`config.mk`:
```
export PLATFORM = sky130hd
export DESIGN_NAME = conv55_window_gen_flat
export DESIGN_NICKNAME = d
export VERILOG_FILES = /design/src/rtl/conv55_window_gen_if.sv /design/src/rtl/conv55_window_gen.sv /design/src/flat_wrapper.sv
export SDC_FILE = /design/constraint.sdc
export NUM_CORES = 1
export LEC_CHECK = 0
export BUFFER_PORTS_ARGS = -buffer_cell sky130_fd_sc_hd__buf_2
export CELL_PAD_IN_SITES_DETAIL_PLACEMENT = 1
export CELL_PAD_IN_SITES_GLOBAL_PLACEMENT = 2
export CORE_ASPECT_RATIO = 1.4
export CORE_MARGIN = 8
export CORE_UTILIZATION = 51
export CTS_CLUSTER_SIZE = 20
export DETAILED_ROUTE_END_ITERATION = 10
export PLACE_DENSITY = 0.95
export SLEW_MARGIN = 25
export SYNTH_ARGS = -nofsm -noshare
export SYNTH_HDL_FRONTEND = slang
export SYNTH_SLANG_ARGS = --single-unit
export TNS_END_PERCENT = 10
```
`constraint.sdc`:
```
create_clock -name clk -period 7.94 [get_ports clk]
set_input_delay 0.397 -clock clk [delete_from_list [all_inputs] [get_ports clk]]
set_output_delay 0.397 -clock clk [all_outputs]
set_load 0.02 [all_outputs]
```
`src/rtl/conv55_window_gen_if.sv`:
```
// conv55_window_gen_if: pixel-in / window-out handshake bundle for the 5x5 window generator.
// Optional position outputs appear when CONV55_WIN_POS_EN is defined.
interface conv55_window_gen_if #(
  parameter int DATA_W = 6,
  parameter int XW     = 5,
  parameter int YW     = 5
);
  logic                  pix_valid;
  logic                  pix_ready;
  logic [DATA_W-1:0]     pix_data;
  logic                  win_valid;
  logic                  win_ready;
  logic [25*DATA_W-1:0]  win_data;
  logic                  frame_done;
`ifdef CONV55_WIN_POS_EN
  logic [XW-1:0]         win_x;
  logic [YW-1:0]         win_y;
`endif
  modport slave (
    input  pix_valid, pix_data, win_ready,
`ifdef CONV55_WIN_POS_EN
    output win_x, win_y,
`endif
    output pix_ready, win_valid, win_data, frame_done
  );
  modport master (
    output pix_valid, pix_data, win_ready,
`ifdef CONV55_WIN_POS_EN
    input  win_x, win_y,
`endif
    input  pix_ready, win_valid, win_data, frame_done
  );
endinterface

```
`src/rtl/conv55_window_gen.sv`:
```
// conv55_window_gen: streaming 5x5 valid-region window generator (4 line buffers + 5x5 register window).
// Define CONV55_WIN_POS_EN to add registered output-map coordinates win_x/win_y.
module conv55_window_gen #(
  parameter int DATA_W = 6,
  parameter int IMG_W  = 32,
  parameter int IMG_H  = 32
) (
  input logic                clk,
  input logic                rst_n,
  input logic                flush,
  conv55_window_gen_if.slave bus
);
  localparam int XW = $clog2(IMG_W);
  localparam int YW = $clog2(IMG_H);
  localparam int WW = 25 * DATA_W;

  logic [XW-1:0]     r_col;
  logic [YW-1:0]     r_row;
  logic [DATA_W-1:0] r_lb [4][IMG_W];
  logic [WW-1:0]     r_win;
  logic [WW-1:0]     r_win_data;
  logic              r_win_valid;
  logic              r_frame_done;
  logic              r_last;
  logic [WW-1:0]     w_nxt;
  logic [DATA_W-1:0] w_col [5];
  logic              w_acc;
  logic              w_emit;
  logic              w_last;
  logic              w_col_end;
`ifdef CONV55_WIN_POS_EN
  logic [XW-1:0]     r_x;
  logic [YW-1:0]     r_y;
  assign bus.win_x = r_x;
  assign bus.win_y = r_y;
`endif

  assign bus.pix_ready  = rst_n && (!r_win_valid || bus.win_ready);
  assign bus.win_valid  = r_win_valid;
  assign bus.win_data   = r_win_data;
  assign bus.frame_done = r_frame_done;

  assign w_acc     = bus.pix_valid && bus.pix_ready && !flush;
  assign w_emit    = w_acc && (r_row >= YW'(4)) && (r_col >= XW'(4));
  assign w_col_end = r_col == XW'(IMG_W - 1);
  assign w_last    = w_col_end && (r_row == YW'(IMG_H - 1));

  // New right column, oldest line at the top
  always_comb begin
    w_col[0] = r_lb[3][r_col];
    w_col[1] = r_lb[2][r_col];
    w_col[2] = r_lb[1][r_col];
    w_col[3] = r_lb[0][r_col];
    w_col[4] = bus.pix_data;
  end

  for (genvar r = 0; r < 5; r++) begin : g_row
    for (genvar c = 0; c < 5; c++) begin : g_col
      if (c < 4) begin : g_shift
        assign w_nxt[DATA_W*(5*r+c) +: DATA_W] = r_win[DATA_W*(5*r+c+1) +: DATA_W];
      end else begin : g_new
        assign w_nxt[DATA_W*(5*r+c) +: DATA_W] = w_col[r];
      end
    end
  end

  // Line buffers and the shift window carry no reset; stale contents never reach the output
  always_ff @(posedge clk) begin
    if (w_acc) begin
      r_lb[0][r_col] <= bus.pix_data;
      r_lb[1][r_col] <= r_lb[0][r_col];
      r_lb[2][r_col] <= r_lb[1][r_col];
      r_lb[3][r_col] <= r_lb[2][r_col];
      r_win          <= w_nxt;
    end
  end

  always_ff @(posedge clk or negedge rst_n) begin
    if (!rst_n) begin
      r_col        <= '0;
      r_row        <= '0;
      r_win_valid  <= 1'b0;
      r_win_data   <= '0;
      r_frame_done <= 1'b0;
      r_last       <= 1'b0;
`ifdef CONV55_WIN_POS_EN
      r_x          <= '0;
      r_y          <= '0;
`endif
    end else if (flush) begin
      r_col        <= '0;
      r_row        <= '0;
      r_win_valid  <= 1'b0;
      r_frame_done <= 1'b0;
    end else begin
      r_frame_done <= r_win_valid && bus.win_ready && r_last;
      if (w_acc) begin
        r_col <= w_col_end ? '0 : r_col + XW'(1);
        r_row <= !w_col_end ? r_row : (r_row == YW'(IMG_H - 1)) ? '0 : r_row + YW'(1);
      end
      if (w_emit) begin
        r_win_valid <= 1'b1;
        r_win_data  <= w_nxt;
        r_last      <= w_last;
`ifdef CONV55_WIN_POS_EN
        r_x         <= r_col - XW'(4);
        r_y         <= r_row - YW'(4);
`endif
      end else if (bus.win_ready) begin
        r_win_valid <= 1'b0;
      end
    end
  end
endmodule
```
`src/flat_wrapper.sv`:
```
// flat-port wrapper written by rule: the top's interface ports become plain ports
module conv55_window_gen_flat 
#(
  parameter int DATA_W = 6,
  parameter int IMG_W  = 32,
  parameter int IMG_H  = 32
)
  (clk, rst_n, flush, bus_pix_valid, bus_pix_data, bus_win_ready, bus_pix_ready, bus_win_valid, bus_win_data, bus_frame_done);
  conv55_window_gen_if #(.DATA_W(DATA_W)) bus_i ();
  input logic clk;
  input logic rst_n;
  input logic flush;
  input wire logic [$bits(bus_i.pix_valid)-1:0] bus_pix_valid;
  input wire logic [$bits(bus_i.pix_data)-1:0] bus_pix_data;
  input wire logic [$bits(bus_i.win_ready)-1:0] bus_win_ready;
  output wire logic [$bits(bus_i.pix_ready)-1:0] bus_pix_ready;
  output wire logic [$bits(bus_i.win_valid)-1:0] bus_win_valid;
  output wire logic [$bits(bus_i.win_data)-1:0] bus_win_data;
  output wire logic [$bits(bus_i.frame_done)-1:0] bus_frame_done;
  assign bus_i.pix_valid = bus_pix_valid;
  assign bus_i.pix_data = bus_pix_data;
  assign bus_i.win_ready = bus_win_ready;
  assign bus_pix_ready = bus_i.pix_ready;
  assign bus_win_valid = bus_i.win_valid;
  assign bus_win_data = bus_i.win_data;
  assign bus_frame_done = bus_i.frame_done;
  conv55_window_gen #(.DATA_W(DATA_W), .IMG_W(IMG_W), .IMG_H(IMG_H)) u_core (.clk(clk), .rst_n(rst_n), .flush(flush), .bus(bus_i));
endmodule
```
## Word-level counts from Yosys, hierarchy flattened

Memory sizes are Yosys's and may differ from the RTL's.
Cells that the tools add are included.

| storage, ports and cells | value |
|---|---|
| bits of input ports | 11 |
| output and inout bits | 153 |
| word-level logic and storage cells | 62 |
| memories kept | 1 |
| flip-flop bits (word level) | 313 |
| memory bits (writable) | 768 |

Memory list:

| memory | depth | bits a word | rd ports | clocked after memory_dff | wr ports | RTL line | RTL |
|---|---|---|---|---|---|---|---|
| u_core.r_lb | 4 | 192 | 4 | 0 | 4 | conv55_window_gen.sv:19 | `logic [DATA_W-1:0] r_lb [4][IMG_W];` |

| operators by class | value |
|---|---|
| mux-type cells | 27 |
| $add $sub $neg | 2 |
| equality and inequality tests | 2 |
| reduce and logical (&&, ||, !) cells | 17 |
| bitwise logic cells | 2 |
| order comparisons | 4 |

Operators by type and width:

| operator | count |
|---|---|
| $mux W192 | 1 |
| $bmux W6 S5 | 4 |
| $mux W6 | 9 |
| $mux W5 | 7 |
| $demux W6 S5 | 1 |
| $add A5 B1 Y5 const B | 2 |
| $eq A5 B5 Y1 const B | 2 |
| $ge A5 B3 Y1 const B | 2 |
| $logic_and A1 B1 Y1 | 9 |
| $ge A6 B6 Y1 const B | 1 |
| $lt A6 B1 Y1 const B | 1 |
| $not A5 Y6 | 1 |
| $mux W1 | 5 |
| $reduce_and A2 Y1 | 2 |
| $reduce_bool A2 Y1 | 2 |
| $reduce_bool A3 Y1 | 1 |
| $logic_not A1 Y1 | 2 |
| $logic_or A1 B1 Y1 | 1 |
| $not A1 Y1 | 1 |

## Logic depth before layout (Yosys ltp)

| depth | value |
|---|---|
| depth in word-level cells | 9 |
| depth in mapped cells | 8 |
| depth with buffers taken out | 6 |

## Worst setup path after synthesis

No wires, ideal clock.

| timing path | value |
|---|---|
| path type | reg-to-reg |
| start | register u_core.r_win_valid (netlist: u_core.bus.win_valid) |
| end | register u_core.r_win[100] (enable) |
| setup time | 0.531 ns |
| slack | 3.008 ns |
| arrival time | 4.401 ns |
| stages on the path, launching flop included | 5 |
| buffers on the path | 2 |
| clock period less this slack | 4.932 ns |
| data required time | 7.409 ns |
| path through | dfrtp_1 -> nand2b_1 -> and4b_1 -> clkbuf_1 -> clkbuf_1 |

| on the way | value |
|---|---|
| longest elaborated chain between the ends | 5 |

Ends and longest elaborated chain:

| what | RTL line | RTL |
|---|---|---|
| start, declared | conv55_window_gen.sv:22 | `logic r_win_valid;` |
| start signal, assigned | conv55_window_gen.sv:82 | `r_win_valid <= 1'b0;` |
| start signal, assigned | conv55_window_gen.sv:93 | `r_win_valid <= 1'b0;` |
| start signal, assigned | conv55_window_gen.sv:102 | `r_win_valid <= 1'b1;` |
| $logic_not A1 Y1 | conv55_window_gen.sv:38 | `assign bus.pix_ready = rst_n && (!r_win_valid \|\| bus.win_ready);` |
| $logic_or A1 B1 Y1 | conv55_window_gen.sv:38 |  |
| $logic_and A1 B1 Y1 | conv55_window_gen.sv:38 |  |
| $logic_and A1 B1 Y1 (2 in series) | conv55_window_gen.sv:43 | `assign w_acc = bus.pix_valid && bus.pix_ready && !flush;` |
| net u_core.w_acc | conv55_window_gen.sv:27 | `logic w_acc;` |
| end signal, assigned | conv55_window_gen.sv:74 | `r_win <= w_nxt;` |
| end, declared | conv55_window_gen.sv:20 | `logic [WW-1:0] r_win;` |

The timed path passes the listed nets, and every way through them passes these cells.
A chain may end at the register's enable or synchronous reset.

==> metrics.txt <==
All-Layer GR Usage a little over a quarter; Finished Cell Area 0.04471 sq mm; post-cts resize count 0; Die Ht around 350 um; Via Count ~22000; gr ovfl total 0; Ant. Diodes 0; dpl ws 3.251 ns; syn_area_per_cell approximately 19 sq um; CTS root buffer clkbuf_16; TNS Setup 0 ns; Unique masters post-synth 35; CORE AREA ~0.077 sq mm; global-route wire length before repair 167500 um; number of flops mapped to enable cells by yosys 888; CP Launch Type register; initial antenna violation count 3; arrival time worst endpoint 4.71 ns; Reg2Reg Setup Slack 3.44 ns; RSZ-0062 raised after global routing no; nets@finish 2335; Seq/Total Area, Yosys 77.95%; Fill cells about 6600; worst r2r path cells 6; PwrDens 246.8 mW/mm^2; final period utilization 56.73%; die area about 0.087 sq mm; Hold Path Depth 2; number of max-cap violations 0; Pwr Total around 11000 uW; CP Capture Type register; reg2reg start u_core.r_col[1]$_DFFE_PN0P_; DP HPWL 62390 um; final setup margin 3.436 ns; Worst Hold End u_core.bus.frame_done$_DFF_PN0_; clk_lat worst skew 0.69 ns; outcome finished clean; minimum clock period 4.504 ns; Num CTS Buffers 91; Synth Instances 2114; DRT Pass-1 Iters 7; iteration-0 DRC count of the detailed router ~2400; vias in the first global route ~24000; drt total wl 117400 um; commonest non-fill, non-tap cell in the layout edfxtp_1; Syn Nets roughly 2100; wire per inst around 35 um; I/O Buffers 163; Std-Cell Rows 120; leak pwr 0.01528 uW; Longest Clk Path Bufs 3; Area Overhead vs Synth 13.35%; final setup skew approximately 0.041 ns; share of cells above drive strength 1 approximately a quarter; routability congestion estimate a little under 0.8; die width 251.0 um; Critical Path RT 8.15 ns; Crit Path Category reg2reg; number of clock sinks 1051; slew margin rel. 16.81%; Setup Viol. Count Final 0; clock transition at the registers of the reported paths about 0.060 ns; Synth Register Bits 1051; num ports 164; largest net degree at the start of global routing 126; antenna viol nets, final 0; Pins Over Slew Limit 0; drc violations 0; CTS tree yes; Max Fclk 222.0 MHz; most frequent cells in the layout edfxtp_1 (888), mux2i_1 (387), o22ai_1 (192); Mapped Area 0.03944 sq mm; min-delay src bus_win_ready; Worst-Margin Slew around 1.2 ns; final hold violations 0; prevailing post-synth register cell edfxtp_1; R2R Path End u_core.r_lb[1][148]$_DFFE_PP_; post-DR vias/cell 6.574; H-tree levels 3; HP Class in2reg; Max VDD drop ~0.19 mV; Synth Warn # 0; initial core utilization approximately half; CP Max Fanout 43; placed cell areas 0.04156 sq mm; Post-synth ARST share between 15 and 20%
[power breakdown]
| part | switching, uW | internal, uW | total, uW |
|---|---|---|---|
| combinational | 233 | 62.2 | 295 |
| sequential | 17.0 | 6050 | 6060 |
| clock | 2060 | 2620 | 4670 |
[final cells by class]
cell class                      count  area (sq um)  share of cell area, %
Sequential cell                  1051         30750                  68.77
Clock buffer                      130          2596                  5.807
Inverter                            5         18.77                0.04198
Clock inverter                     40         485.5                  1.086
Multi-Input combinational cell    938          8272                  18.50
Timing Repair Buffer              229          1368                  3.059
Tap cell                          976          1221                  2.731
[cell families (layout without fill, tap and decap cells)]
group,Yosys count,in the layout,share of synthesized area [%]
muxes,513,513,14.04
buffers and inverters,125,404,1.494
adders and majority gates,8,8,0.2538
DFF,1051,1051,77.95
and+or+nand+nor,161,161,2.319
AOI/OAI and AO/OA,256,256,3.949
[worst max-delay path, cell delays in order, from the launching register on]
cell and delay, ns:
dfrtp_4 0.81, buf_4 0.66, buf_4 0.73, mux2i_1 0.40
o22ai_1 0.18, nor4_1 0.58, nand2_2 0.59
[sequential cells by signal, indices dropped and copies added (netlist names)]
register               count
u_core.r_lb              768
u_core.bus.win_data      150
u_core.r_win             120
u_core.r_col               5
u_core.r_row               5
u_core.bus.frame_done      1
u_core.bus.win_valid       1
u_core.r_last              1
[per-layer routing]
| metal | up-vias | part of all wire [%] | track usage [%] |
|---|---|---|---|
| met5 | - | 0.022 | 0 |
| li1 | 8812 | - | - |
| met2 | 1472 | 51 | 45.61 |
| met3 | 402 | 8.4 | 4.751 |
| met1 | 11460 | 35 | 30.59 |
| met4 | 4 | 5.9 | 15.31 |
[synth_stat cells (11+ instances only)]
cell / instances / area (sq um)
edfxtp_1: 888 / 26670
nor2_1: 38 / 142.6
a21oi_1: 32 / 160.2
nand2_1: 33 / 123.9
mux2_2: 61 / 686.9
dfrtp_1: 163 / 4079
a31oi_1: 26 / 162.7
nor4_1: 48 / 300.3
buf_1: 11 / 41.29
clkbuf_1: 65 / 244.0
o22ai_1: 192 / 1201
mux2_4: 65 / 975.9
mux2i_1: 387 / 3874
buf_2: 33 / 165.2
[worst max path at each step]
stage / slack (ns) / start / cells past startpoint / to
after floorplan: 3.01 / u_core.bus.win_valid$_DFFE_PN0P_ / 4 / u_core.r_win[100]$_DFFE_PP_
after global placement: 3.40 / u_core.r_col[1]$_DFFE_PN0P_ / 6 / u_core.r_lb[1][111]$_DFFE_PP_
after detailed placement: 3.25 / u_core.r_col[1]$_DFFE_PN0P_ / 6 / u_core.r_lb[1][45]$_DFFE_PP_
after CTS: 2.97 / u_core.r_col[1]$_DFFE_PN0P_ / 6 / u_core.r_lb[1][147]$_DFFE_PP_
after global routing: 3.36 / u_core.r_col[1]$_DFFE_PN0P_ / 6 / u_core.r_lb[1][148]$_DFFE_PP_
final: 3.44 / u_core.r_col[1]$_DFFE_PN0P_ / 6 / u_core.r_lb[1][148]$_DFFE_PP_
[per-stage QoR]
stage	hold slack, ns	std cells	utilization, %
3_5_place_dp	0.3969	3198	54.27
4_1_cts	0.01229	3369	58.31
3_3_place_gp	0.3825	3198	54.25
6_report	0.06526	3369	58.39
5_1_grt	0.05487	3369	58.39
2_1_floorplan	0.1014	2114	-
[what timing repair did]
item                                    4_1_cts  5_1_grt
endpoints found under the setup margin        0        0
hold endpoints to repair                     47        0
setup buffers                                 0        0
hold buffers                                  1        0
No activity file was read; power rests on OpenSTA's default activity.
